## src/rtl/wb_pkg.sv

```systemverilog
// Shared constants and arithmetic helpers for the white-balance gain stage.
package wb_pkg;

    localparam int CH_R = 0;
    localparam int CH_G = 1;
    localparam int CH_B = 2;

    function automatic int unity_gain(input int fw);
        return 1 << fw;
    endfunction

    // Round-to-nearest (half up) of a fixed-point product, then clamp to dw bits.
    function automatic logic [63:0] sat_round(input logic [63:0] prod, input int fw, input int dw);
        logic [63:0] rnd;
        logic [63:0] max_v;
        rnd   = (prod + (64'd1 << (fw - 1))) >> fw;
        max_v = (64'd1 << dw) - 64'd1;
        return (rnd > max_v) ? max_v : rnd;
    endfunction

endpackage

```

## src/rtl/wb_stats.sv

```systemverilog
// Per-channel frame accumulators for AWB firmware; used only when WB_STATS_EN is defined.
module wb_stats
    import wb_pkg::*;
#(
    parameter int DATA_W  = 8,
    parameter int NUM_CH  = 3,
    parameter int COLOR_W = 2,
    parameter int STAT_W  = 32
) (
    input  logic                     clk,
    input  logic                     rst,
    input  logic                     in_accept,
    input  logic                     in_sof,
    input  logic [COLOR_W-1:0]       in_color,
    input  logic [DATA_W-1:0]        in_value,
    output logic [NUM_CH*STAT_W-1:0] stat_sum,
    output logic                     stat_valid
);

    logic [STAT_W-1:0]        acc_q [NUM_CH];
    logic [STAT_W-1:0]        acc_d [NUM_CH];
    logic [NUM_CH*STAT_W-1:0] stat_sum_q, stat_sum_d;
    logic                     stat_valid_q, stat_valid_d;
    logic                     seen_sof_q, seen_sof_d;

    function automatic logic [STAT_W-1:0] sat_add(input logic [STAT_W-1:0] a, input logic [DATA_W-1:0] b);
        logic [STAT_W:0] sum;
        sum = {1'b0, a} + (STAT_W + 1)'(b);
        return sum[STAT_W] ? {STAT_W{1'b1}} : sum[STAT_W-1:0];
    endfunction

    always_comb begin
        acc_d        = acc_q;
        stat_sum_d   = stat_sum_q;
        stat_valid_d = 1'b0;
        seen_sof_d   = seen_sof_q;
        if (in_accept) begin
            if (in_sof) begin
                seen_sof_d = 1'b1;
                // The first sof after reset closes no real frame, so it is not reported.
                if (seen_sof_q) begin
                    stat_valid_d = 1'b1;
                    for (int c = 0; c < NUM_CH; c++) begin
                        stat_sum_d[c*STAT_W +: STAT_W] = acc_q[c];
                    end
                end
                for (int c = 0; c < NUM_CH; c++) begin
                    acc_d[c] = '0;
                end
            end
            for (int c = 0; c < NUM_CH; c++) begin
                if (in_color == COLOR_W'(c)) begin
                    acc_d[c] = sat_add(in_sof ? '0 : acc_q[c], in_value);
                end
            end
        end
    end

    always_ff @(posedge clk) begin
        if (rst) begin
            for (int c = 0; c < NUM_CH; c++) begin
                acc_q[c] <= '0;
            end
            stat_sum_q   <= '0;
            stat_valid_q <= 1'b0;
            seen_sof_q   <= 1'b0;
        end else begin
            acc_q        <= acc_d;
            stat_sum_q   <= stat_sum_d;
            stat_valid_q <= stat_valid_d;
            seen_sof_q   <= seen_sof_d;
        end
    end

    assign stat_sum   = stat_sum_q;
    assign stat_valid = stat_valid_q;

endmodule

```

## src/rtl/wb_gain_pipe.sv

```systemverilog
// Two-stage white-balance gain pipe with frame-synchronous double-buffered gains.
// Define WB_STATS_EN to add per-channel frame statistics (stat_sum/stat_valid).
module wb_gain_pipe
    import wb_pkg::*;
#(
    parameter int DATA_W  = 8,
    parameter int GAIN_IW = 2,
    parameter int GAIN_FW = 6,
    parameter int NUM_CH  = 3,
    parameter int COLOR_W = 2
`ifdef WB_STATS_EN
    ,
    parameter int STAT_W  = 32
`endif
) (
    input  logic                       clk,
    input  logic                       rst,
    input  logic                       s_valid,
    output logic                       s_ready,
    input  logic                       s_sof,
    input  logic [COLOR_W-1:0]         s_color,
    input  logic [DATA_W-1:0]          s_value,
    input  logic                       gain_wr,
    input  logic [COLOR_W-1:0]         gain_sel,
    input  logic [GAIN_IW+GAIN_FW-1:0] gain_data,
    output logic                       m_valid,
    input  logic                       m_ready,
    output logic                       m_sof,
    output logic [COLOR_W-1:0]         m_color,
    output logic [DATA_W-1:0]          m_value
`ifdef WB_STATS_EN
    ,
    output logic [NUM_CH*STAT_W-1:0]   stat_sum,
    output logic                       stat_valid
`endif
);

    localparam int GW = GAIN_IW + GAIN_FW;
    localparam int PW = DATA_W + GW;
    localparam logic [GW-1:0] UNITY = GW'(unity_gain(GAIN_FW));

    // Handshake: a beat moves on valid&&ready; the whole pipe advances when the
    // output register is empty or being drained, so s_ready follows m_ready combinationally.
    logic en;
    logic accept;

    logic [GW-1:0] pending_q [NUM_CH];
    logic [GW-1:0] pending_d [NUM_CH];
    logic [GW-1:0] active_q  [NUM_CH];
    logic [GW-1:0] active_d  [NUM_CH];
    logic [GW-1:0] sel_gain;

    logic               s1_valid_q, s1_valid_d;
    logic               s1_sof_q,   s1_sof_d;
    logic [COLOR_W-1:0] s1_color_q, s1_color_d;
    logic [DATA_W-1:0]  s1_value_q, s1_value_d;
    logic [GW-1:0]      s1_gain_q,  s1_gain_d;

    logic               m_valid_q, m_valid_d;
    logic               m_sof_q,   m_sof_d;
    logic [COLOR_W-1:0] m_color_q, m_color_d;
    logic [DATA_W-1:0]  m_value_q, m_value_d;
    logic [PW-1:0]      prod;

    assign en     = !m_valid_q || m_ready;
    assign accept = s_valid && en;

    always_comb begin
        pending_d = pending_q;
        for (int c = 0; c < NUM_CH; c++) begin
            if (gain_wr && gain_sel == COLOR_W'(c)) begin
                pending_d[c] = gain_data;
            end
        end
        // Bank swap reads pending before any same-cycle write.
        active_d = active_q;
        if (accept && s_sof) begin
            active_d = pending_q;
        end
        sel_gain = UNITY;
        for (int c = 0; c < NUM_CH; c++) begin
            if (s_color == COLOR_W'(c)) begin
                sel_gain = active_d[c];
            end
        end
    end

    always_comb begin
        s1_valid_d = s1_valid_q;
        s1_sof_d   = s1_sof_q;
        s1_color_d = s1_color_q;
        s1_value_d = s1_value_q;
        s1_gain_d  = s1_gain_q;
        m_valid_d  = m_valid_q;
        m_sof_d    = m_sof_q;
        m_color_d  = m_color_q;
        m_value_d  = m_value_q;
        prod       = PW'(s1_value_q) * PW'(s1_gain_q);
        if (en) begin
            s1_valid_d = s_valid;
            s1_sof_d   = s_sof;
            s1_color_d = s_color;
            s1_value_d = s_value;
            s1_gain_d  = sel_gain;
            m_valid_d  = s1_valid_q;
            m_sof_d    = s1_sof_q;
            m_color_d  = s1_color_q;
            m_value_d  = DATA_W'(sat_round(64'(prod), GAIN_FW, DATA_W));
        end
    end

    always_ff @(posedge clk) begin
        if (rst) begin
            for (int c = 0; c < NUM_CH; c++) begin
                pending_q[c] <= UNITY;
                active_q[c]  <= UNITY;
            end
            s1_valid_q <= 1'b0;
            s1_sof_q   <= 1'b0;
            s1_color_q <= '0;
            s1_value_q <= '0;
            s1_gain_q  <= UNITY;
            m_valid_q  <= 1'b0;
            m_sof_q    <= 1'b0;
            m_color_q  <= '0;
            m_value_q  <= '0;
        end else begin
            pending_q  <= pending_d;
            active_q   <= active_d;
            s1_valid_q <= s1_valid_d;
            s1_sof_q   <= s1_sof_d;
            s1_color_q <= s1_color_d;
            s1_value_q <= s1_value_d;
            s1_gain_q  <= s1_gain_d;
            m_valid_q  <= m_valid_d;
            m_sof_q    <= m_sof_d;
            m_color_q  <= m_color_d;
            m_value_q  <= m_value_d;
        end
    end

    assign s_ready = en;
    assign m_valid = m_valid_q;
    assign m_sof   = m_sof_q;
    assign m_color = m_color_q;
    assign m_value = m_value_q;

`ifdef WB_STATS_EN
    wb_stats #(
        .DATA_W  (DATA_W),
        .NUM_CH  (NUM_CH),
        .COLOR_W (COLOR_W),
        .STAT_W  (STAT_W)
    ) u_stats (
        .clk        (clk),
        .rst        (rst),
        .in_accept  (accept),
        .in_sof     (s_sof),
        .in_color   (s_color),
        .in_value   (s_value),
        .stat_sum   (stat_sum),
        .stat_valid (stat_valid)
    );
`endif

endmodule

```

## config.mk

```make
export PLATFORM = sky130hd
export DESIGN_NAME = wb_gain_pipe
export DESIGN_NICKNAME = d
export VERILOG_FILES = /design/src/rtl/wb_pkg.sv /design/src/rtl/wb_stats.sv /design/src/rtl/wb_gain_pipe.sv
export SDC_FILE = /design/constraint.sdc
export NUM_CORES = 1
export LEC_CHECK = 0
export ABC_CLOCK_PERIOD_IN_PS = 5000
export CORE_ASPECT_RATIO = 1.75
export CORE_MARGIN = 4
export CORE_UTILIZATION = 30
export CTS_CLUSTER_DIAMETER = 40
export CTS_CLUSTER_SIZE = 28
export DETAILED_ROUTE_END_ITERATION = 6
export DONT_BUFFER_PORTS = 1
export GPL_TIMING_DRIVEN = 0
export HOLD_SLACK_MARGIN = 0.06
export PLACE_DENSITY_LB_ADDON = 0.08
export SYNTH_ARGS = -nofsm -noshare
export SYNTH_HDL_FRONTEND = slang
export SYNTH_SLANG_ARGS = --single-unit
export TNS_END_PERCENT = 100
```

## constraint.sdc

```tcl
create_clock -name clk -period 5 [get_ports clk]
set_clock_uncertainty 0.05 [all_clocks]
set_input_delay 1.25 -clock clk [delete_from_list [all_inputs] [get_ports clk]]
set_output_delay 1.25 -clock clk [all_outputs]
set_load 0.005 [all_outputs]
```

==> flow_summary_export.csv <==
group,metric,value,unit
outcome,status,"finished, final reports clean",
clocking,hold_buffers,0,
drt,firstDrtPassIters,4,
floorplanning,ios,39,
critical_path,reg2reg_to,"m_value[5]",
critical_path,cpMostUsedCell,"fa_1",
timing,slew_viol_final,0,
logic_synthesis,ys_ff_latch,80,
critical_path,slowest_delay,550,ps
logic_synthesis,synth_warnings,0,
critical_path,ff2ff_setup_slack,180,ps
grt,grt-busiest-layer,"met2",
logic_synthesis,synth_cells,542,
drt,drt_wl_total,12700,um
drt,wl_per_cell,16.2,um
timing,hold_violations,0,
critical_path,crit_start,"s1_value_q[0]",
min_path,hp-class,"flip-flop to flip-flop",
flow_run,maxCapViolCount,0,
floorplanning,start_util,30.8,%
cells_and_area,nFillCells,1757,
logic_synthesis,syn-num-nets,643,
cells_and_area,fin_cells,783,
critical_path,critical_path_class,"flip-flop to flip-flop",
critical_path,endpoint_kind,"flip-flop",
clocking,tritoncts,"built",
cells_and_area,layout_commonest_cell,"dfxtp_1",
timing,setup_violations,0,
min_path,holdCritStartpoint,"s1_color_q[0]",
place,port_buffers,0,
critical_path,timing.rr.start,"s1_value_q[0]",
timing,tightest_slew,800,ps
logic_synthesis,syn_area_per_cell,9.44,um2
clocking,cts_sinks,80,
min_path,hold_path_depth,2,
drt,drc_errors,0,
cells_and_area,fin_nets,655,
power,p_per_area,268,nW/um2
timing,whs,405,ps
clocking,clock_latency,340,ps
grt,grt_pass1_vias,3987,
logic_synthesis,async_flop_share,0,%
cells_and_area,drive_gt1_share,6.80,%
logic_synthesis,synth-edff-count,0,
floorplanning,dieWidth,107,um
min_path,hold_end,"s1_color_q[0]",
timing,maxSlewHeadroom,46.7,%
critical_path,reg2regPathDepth,14,
drt,drtAntennaViolNets,0,
grt,grtUsageMet3,1.86,%
critical_path,cp.required,5150,ps
cells_and_area,layout_common_cells,"dfxtp_1, nor2_1, nand2_1, mux2i_1, and2_1",
logic_synthesis,synth_area,5110,um2
clocking,cts-root-buf,"clkbuf_16",
critical_path,slowest_stage,"fa_1",
logic_synthesis,ys_seq_area_share,31.3,%
clocking,h-tree-depth,3,
place,gp_congestion,0.760,
critical_path,setup.worst_path.start_class,"flip-flop",
logic_synthesis,synth_ff_type,"dfxtp_1",
place,place_inst,766,
grt,grt_util_met1,12.8,%
floorplanning,die_area,19300,um2
floorplanning,chipHeight,181,um
grt,gr-total-overflow,0,
drt,drtIter0Drc,63,
cells_and_area,n_antenna_cell,0,
critical_path,arrival,4980,ps
floorplanning,rows,62,
grt,grt_usage,13.8,%
cells_and_area,multi_input_area,3290,um2
power,ir_drop,0.000157,V
timing,fin_crit_sh,96.5,%
grt,antenna_found_initial,0,
critical_path,critPathMaxFanout,8,
place,hpwlAfterDp,10500,um
timing,fin_crit,4820,ps
power,leakagePower,2.60,nW
grt,grt_max_degree,15,
grt,grt_pass1_wl,20700,um
logic_synthesis,ys_types,51,
clocking,numCtsBuffers,9,
drt,drt-vias-per-instance,4.72,
clocking,clk_path_buf_depth,2,
drt,vias,3699,
cells_and_area,regArea,1600,um2
cells_and_area,areaGrowthSynthToFinish,12.0,%
grt,use_met2,28.5,%
clocking,path_clk_slew,60,ps
timing,max_freq,207,MHz
critical_path,worstPathCellList,"and2_1 > fa_1 > fa_1 > inv_1 > fa_1 > fa_1 > inv_1 > ha_1 > a21oi_4 > o221ai_4 > a311o_1 > o311a_1 > nor4_2 > a211oi_1",
floorplanning,core,16600,um2
## Yosys cell counts (all sizes together) (3+ instances only)
| master | n | area, um2 |
|---|---|---|
| nor2b | 3 | 26.3 |
| o21ai | 3 | 15.0 |
| nand3b | 3 | 22.5 |
| nor4 | 3 | 40.0 |
| dfxtp | 80 | 1600 |
| a211oi | 12 | 108 |
| a31oi | 6 | 37.5 |
| and2 | 46 | 288 |
| nor2 | 72 | 273 |
| nor3 | 8 | 40.0 |
| o21bai | 8 | 63.8 |
| mux2i | 53 | 531 |
| a21oi | 23 | 126 |
| fa | 36 | 721 |
| buf | 6 | 38.8 |
| nand2 | 52 | 195 |
| nand2b | 4 | 25.0 |
| xnor2 | 3 | 26.3 |
| xor2 | 3 | 26.3 |
| and3 | 3 | 18.8 |
| clkbuf | 18 | 67.6 |
| ha | 39 | 488 |
| inv | 37 | 139 |
| a211o | 3 | 26.3 |
## report_power, final
group	internal, mW	switching (mW)	total (mW)
clock	0.390	0.282	0.672
combinational	0.0695	0.104	0.174
sequential	0.663	0.0263	0.689
total	1.12	0.412	1.53
## stage by stage
step | utilization, % | setup WS, ps | power [mW] | area (um2) | setup TNS, ps
CTS | 34.3 | 33.0 | 1.56 | 5700 | 0
global placement | 32.5 | -66.0 | 0.880 | 5400 | -478
detailed placement | 32.5 | -124 | 0.882 | 5400 | -810
finish | 34.5 | 176 | 1.53 | 5730 | 0
floorplan | - | 519 | 0.827 | 5110 | 0
global route | 34.5 | -3.99 | 1.61 | 5730 | -4.80
## worst max-delay path: cells and delay by family, from the launching register on
kind / cells / cell delay [ps]
and+or+nand+nor: 2 / 410
adders and majority gates: 5 / 2390
DFF: 1 / 420
buffers and inverters: 2 / 90
AOI/OAI and AO/OA: 5 / 1320
## metal layers
layer,vias up,part of all wire [%]
li1,1826,-
met1,1817,34
met2,37,61
met3,19,2.2
met4,0,2.8
met5,-,0
## how the worst max path moves through the flow
stage          cells past startpoint  slack (ps)    endpoint
6_report                          14         180  m_value[5]
4_1_cts                           15          30  m_value[5]
3_3_place_gp                      15         -70  m_value[4]
5_1_grt                           14          -4  m_value[6]
2_1_floorplan                     15         520  m_value[0]
3_5_place_dp                      15        -120  m_value[5]
## state kept, by name, summed over array words and instances, names as in the netlist
signal / cells
m_color: 2
m_value: 8
active_q: 24
m_sof: 1
s1_sof_q: 1
s1_color_q: 2
m_valid: 1
s1_valid_q: 1
s1_gain_q: 8
pending_q: 24
s1_value_q: 8
## area by class of cell
type,instances,share of cell area [%]
inverters,37,2.42
clock buffers,10,4.00
multi-input cells,401,57.5
flip-flops and latches,80,28.0
clock inverters,6,1.18
plain buffers,23,1.79
well taps,224,4.89
repair buffers,2,0.262
## kinds of logic (layout without fill, tap and decap cells)
| logic type | Yosys count | count (layout) | share of synthesized area, % |
|---|---|---|---|
| AND/OR/NAND/NOR | 201 | 201 | 19.2 |
| AO/OA/AOI/OAI | 65 | 65 | 9.47 |
| XOR/XNOR | 6 | 6 | 1.03 |
| multiplexers | 54 | 54 | 10.6 |
| buffers and inverters | 61 | 78 | 4.79 |
| flip-flops | 80 | 80 | 31.3 |
| adder cells (fa/ha/maj) | 75 | 75 | 23.6 |
## timing repair
item | 4_1_cts | 5_1_grt
pin swaps | 0 | 1
gates resized for setup | 1 | 3
buffers inserted | 0 | 2
setup endpoints to repair | 8 | 8
(Power assumes the default switching activity.)
